### src/rtl/rgb_fade_ctrl.sv
`default_nettype none
// ============================================================================
// Module      : rgb_fade_ctrl
// Description : Three-channel PWM driver on one shared phase counter. Duty
//               updates only at frame boundaries, with optional 1-LSB ramping.
// Revision    : 1.0 - initial release
// ============================================================================
module rgb_fade_ctrl #(
    parameter int WIDTH  = 8,
    parameter int RATE_W = 4
) (
    input  logic              clk,
    input  logic              reset,
    input  logic [WIDTH-1:0]  target0,
    input  logic [WIDTH-1:0]  target1,
    input  logic [WIDTH-1:0]  target2,
    input  logic              fade_en,
    input  logic [RATE_W-1:0] rate,
    output logic              pwm0_out,
    output logic              pwm1_out,
    output logic              pwm2_out,
    output logic              busy,
    output logic              done
);

    localparam int               c_NCH        = 3;
    localparam logic [WIDTH-1:0] c_PHASE_LAST = '1;

    typedef enum logic [0:0] {
        S_IDLE = 1'b0,
        S_RAMP = 1'b1
    } state_t;

    state_t              r_state, w_state_nxt;
    logic [WIDTH-1:0]    r_phase;
    logic [WIDTH-1:0]    r_duty     [c_NCH];
    logic [WIDTH-1:0]    w_duty_nxt [c_NCH];
    logic [WIDTH-1:0]    r_tgt_q    [c_NCH];
    logic [WIDTH-1:0]    w_target   [c_NCH];
    logic [WIDTH-1:0]    w_tgt      [c_NCH];
    logic [RATE_W-1:0]   r_rate_q, w_rate;
    logic [RATE_W-1:0]   r_div, w_div_nxt;
    logic [c_NCH-1:0]    r_pwm;
    logic                r_done, w_done_nxt;
    logic                w_boundary;
    logic                w_any_diff;
    logic                w_all_eq;

    assign w_target[0] = target0;
    assign w_target[1] = target1;
    assign w_target[2] = target2;

    assign w_boundary = (r_phase == c_PHASE_LAST);

    // Targets and rate captured at this boundary govern this boundary's decisions.
    always_comb begin
        for (int i = 0; i < c_NCH; i++) begin
            w_tgt[i] = w_boundary ? w_target[i] : r_tgt_q[i];
        end
        w_rate = w_boundary ? rate : r_rate_q;
    end

    always_ff @(posedge clk or posedge reset) begin
        if (reset) begin
            r_state  <= S_IDLE;
            r_phase  <= '0;
            r_rate_q <= '0;
            r_div    <= '0;
            r_pwm    <= '0;
            r_done   <= 1'b0;
            for (int i = 0; i < c_NCH; i++) begin
                r_duty[i]  <= '0;
                r_tgt_q[i] <= '0;
            end
        end else begin
            r_state <= w_state_nxt;
            r_phase <= r_phase + 1'b1;
            r_div   <= w_div_nxt;
            r_done  <= w_done_nxt;
            for (int i = 0; i < c_NCH; i++) begin
                r_duty[i] <= w_duty_nxt[i];
                r_pwm[i]  <= (r_phase < r_duty[i]);
            end
            if (w_boundary) begin
                r_rate_q <= rate;
                for (int i = 0; i < c_NCH; i++) begin
                    r_tgt_q[i] <= w_target[i];
                end
            end
        end
    end

    always_comb begin
        w_state_nxt = r_state;
        w_div_nxt   = r_div;
        w_done_nxt  = 1'b0;
        w_any_diff  = 1'b0;
        w_all_eq    = 1'b1;
        for (int i = 0; i < c_NCH; i++) begin
            w_duty_nxt[i] = r_duty[i];
            if (r_duty[i] != w_tgt[i]) begin
                w_any_diff = 1'b1;
            end
        end

        if (w_boundary) begin
            if (!fade_en) begin
                // Snap: also aborts any ramp without signalling completion.
                w_state_nxt = S_IDLE;
                w_div_nxt   = '0;
                for (int i = 0; i < c_NCH; i++) begin
                    w_duty_nxt[i] = w_tgt[i];
                end
            end else begin
                case (r_state)
                    S_IDLE: begin
                        if (w_any_diff) begin
                            w_state_nxt = S_RAMP;
                            w_div_nxt   = '0;
                        end
                    end
                    S_RAMP: begin
                        if (r_div != w_rate) begin
                            w_div_nxt = r_div + 1'b1;
                        end else begin
                            w_div_nxt = '0;
                            for (int i = 0; i < c_NCH; i++) begin
                                if (r_duty[i] < w_tgt[i]) begin
                                    w_duty_nxt[i] = r_duty[i] + 1'b1;
                                end else if (r_duty[i] > w_tgt[i]) begin
                                    w_duty_nxt[i] = r_duty[i] - 1'b1;
                                end
                                if (w_duty_nxt[i] != w_tgt[i]) begin
                                    w_all_eq = 1'b0;
                                end
                            end
                            if (w_all_eq) begin
                                w_state_nxt = S_IDLE;
                                w_done_nxt  = 1'b1;
                            end
                        end
                    end
                    default: begin
                        w_state_nxt = S_IDLE;
                    end
                endcase
            end
        end
    end

    assign pwm0_out = r_pwm[0];
    assign pwm1_out = r_pwm[1];
    assign pwm2_out = r_pwm[2];
    assign busy     = (r_state == S_RAMP);
    assign done     = r_done;

endmodule
`default_nettype wire

### config.mk
export PLATFORM = sky130hd
export DESIGN_NAME = rgb_fade_ctrl
export DESIGN_NICKNAME = d
export VERILOG_FILES = /design/src/rtl/rgb_fade_ctrl.sv
export SDC_FILE = /design/constraint.sdc
export NUM_CORES = 1
export LEC_CHECK = 0
export BUFFER_PORTS_ARGS = -buffer_cell sky130_fd_sc_hd__buf_2
export CAP_MARGIN = 0
export CORE_MARGIN = 2
export CORE_UTILIZATION = 62
export CTS_CLUSTER_SIZE = 20
export DETAILED_ROUTE_END_ITERATION = 16
export HOLD_SLACK_MARGIN = 0.06
export PLACE_DENSITY = 0.81
export SETUP_SLACK_MARGIN = 0.15
export SLEW_MARGIN = 20
export SYNTH_ARGS = -nofsm -noshare
export SYNTH_HDL_FRONTEND = slang
export SYNTH_SLANG_ARGS = --single-unit
export TNS_END_PERCENT = 20
### constraint.sdc
create_clock -name clk -period 4.85 [get_ports clk]
set_input_delay 0.97 -clock clk [delete_from_list [all_inputs] [get_ports clk]]
set_output_delay 0.97 -clock clk [all_outputs]
set_load 0.02 [all_outputs]
==> results.yml <==
layout:
  utilization_pct: 70.5
  drive_above_1_share_pct: 15.3
  final_nets: 812
  diodes: 0
  final_cell_count_no_fill: 866
  syn_to_final_growth_pct: 10.3
setup_path:
  cp_max_fo: 11
  crit_type: "reg2reg"
  cp-end-kind: "flop"
  r2r-start: "r_phase[1]"
  cp.required_ns: 5.15
  arrival_ns: 4.69
  r2r_slack_ns: 0.46
  r2r-end: "done"
  cp-start-kind: "flop"
  reg2regPathDepth: 15
pwr:
  p_int_uw: 943
  p_leak_uw: 0.00285
  p_sw_uw: 385
  max-vdd-ir-drop_mv: 0.159
  p_clk_share_pct: 42.7
  p_per_area_nw_per_um2: 204
  total_power_uw: 1330
  combPwrFrac_pct: 12.7
  seqPwrFrac_pct: 44.5
  switching_share_pct: 29.0
clocking:
  insertion_delay_ns: 0.37
  clkSlewWorstSetupHoldPaths_ns: 0.11
  htree_levels: 3
  cts_num_sinks: 69
  tritoncts: "yes"
  clockBufferDepth: 2
  clock-root-buffer: "clkbuf_8"
  hold_buffers: 0
  numCtsBuffers: 9
floorplanning:
  rows: 35
  core-area_sq_um: 9240
  start_util_pct: 63.9
  die_w_um: 102
  die_area_sq_um: 10300
  die_h_um: 102
  io_pins: 36
run_status:
  outcome: "finished clean"
global_routing:
  grt-ovfl-total: 0
  grt_max_degree: 52
  grt_first_pass_wirelength_mm: 28.5
  grt_use_met2_pct: 55.7
  met3_usage_pct: 5.87
  antenna_found_initial: 0
  track_usage_pct: 35.6
  first_global_vias: 5573
  grt_use_met1_pct: 47.7
  busiest_layer: "met2"
drt:
  drt_first_pass_iters: 5
  vias_per_cell: 6.64
  first_iter_violations: 375
  wl_per_cell_um: 20.5
  antenna_left: 0
  route.detailed.drc: 0
  drt-total-wl_mm: 17.7
  vias: 5748
yosys:
  synth-seq-area-share_pct: 29.2
  async_reset_ff_share_pct: 100
  syn_area_sq_um: 5900
  yosys_warnings: 0
  synthFlopType: "dfrtp_1"
  synth_top_area_share_pct: 29.2
  synth_top_area_cell: "dfrtp_1"
  synthCells: 702
  synth_common_cells: "dfrtp_1, nand2_1, a21oi_1, inv_1, ha_1"
  synth_edf_count: 0
  synth.distinct_cells: 79
  ys_seq_elements: 69
  synth_most_common_cell: "dfrtp_1"
  synth_area_per_cell_sq_um: 8.41
  synth.area.top_cells: "dfrtp_1, ha_1, xnor2_1"
  syn-num-nets: 782
timing:
  rsz0062_at_grt: "false"
  timing.hold.ws_ns: 0.483
  worst_pin_slew_ns: 0.860
  fin_crit_ns: 4.39
  fmax_ghz: 0.228
  period_share_pct: 90.6
  setup_viol_count_final: 0
  skew_ns: 0.0233
  drv_slew: 0
  hold_viol: 0
  tns_ns: 0
  slew-limit-headroom_pct: 42.7
worst_hold_path:
  hold_path.class: "reg2reg"
  min_to: "r_tgt_q[16]"
  hold_depth: 2
  hp-start: "r_tgt_q[16]"
place:
  dp.cells: 847
  dp_hpwl_mm: 13.1
  gp_congestion: 1.01
  numPortBuffers: 35
job:
  drv_cap: 0
## how the worst max path moves through the flow
stage	slack [ns]	from	end
after floorplan	0.77	r_phase[1]	done
after global placement	0.40	r_phase[1]	done
after detailed placement	0.20	r_phase[1]	done
after CTS	0.16	r_phase[1]	done
after global routing	0.18	r_phase[0]	done
final	0.46	r_phase[1]	done
## critical path: stages (launching register included)
cell and delay (ns):
dfrtp_2 0.43, ha_2 0.26, nand4_4 0.16, nor2_4 0.15, buf_12 0.14, mux2i_1 0.36
ha_1 0.21, and4_1 0.24, nand4_1 0.21, a211o_4 0.37, nand2_2 0.23, mux2_2 0.41
a2111oi_1 0.43, nand4_1 0.28, nor4_2 0.24, and2_1 0.17
## layer usage
metal  vias to the layer above  routed length, um
met5                         -                  0
met4                         0                689
met3                        56               1470
met2                       319               8250
met1                      2743               7300
li1                       2630                  -
## registers in the layout, indices dropped and copies added (netlist names)
name	flops
busy	1
r_duty	24
r_pwm	3
r_div	4
r_rate_q	4
done	1
r_tgt_q	24
r_phase	8
## area by class of cell
type                    instances  area (sq um)
clock inverters                 7           105
multi-input cells             550          3890
clock buffers                   9           124
fillers                       726          2730
repair buffers                 49           305
flip-flops and latches         69          1730
inverters                      53           200
well taps                     129           161
## power groups by stage
stage	Sequential (uW)	Combinational, uW	Clock [uW]
floorplan	597	114	0
global placement	601	159	0
detailed placement	602	161	0
CTS	590	162	569
global route	592	186	600
finish	591	169	567
## cell usage in the layout (no fill, tap or decap), types with 10 or more instances in the layout
cell / Yosys / layout
nand2_1: 68 / 68
ha_1: 49 / 48
xnor2_1: 41 / 41
buf_2: 3 / 35
nor2_1: 35 / 35
and3_1: 10 / 10
buf_4: 2 / 12
nand2b_1: 15 / 15
dfrtp_1: 69 / 68
mux2i_1: 24 / 18
nand3_1: 25 / 24
inv_1: 50 / 49
o21ai_0: 38 / 38
a21oi_1: 55 / 55
o22ai_1: 21 / 21
nor3_1: 15 / 15
nor2b_1: 15 / 15
## logic make-up after synthesis
logic type	Yosys count	share of synthesized area, %
adder cells (fa/ha/maj)	49	10.4
XOR/XNOR	43	6.38
multiplexers	28	4.87
flip-flops	69	29.2
buffers and inverters	83	6.00
AND/OR/NAND/NOR	222	19.3
AO/OA/AOI/OAI	208	23.8
## metrics by stage
stage	setup slack, ns	cell area, sq um
CTS	0.162	6410
global route	0.176	6520
finish	0.457	6520
global placement	0.399	6190
floorplan	0.769	5900
detailed placement	0.203	6190
## repair_timing
item,CTS,global route
resized for setup,0,15
hold endpoints to repair,0,0
endpoints found under the setup margin,0,2
setup buffers,0,3
Note: power is estimated with default switching activity, not from simulation.
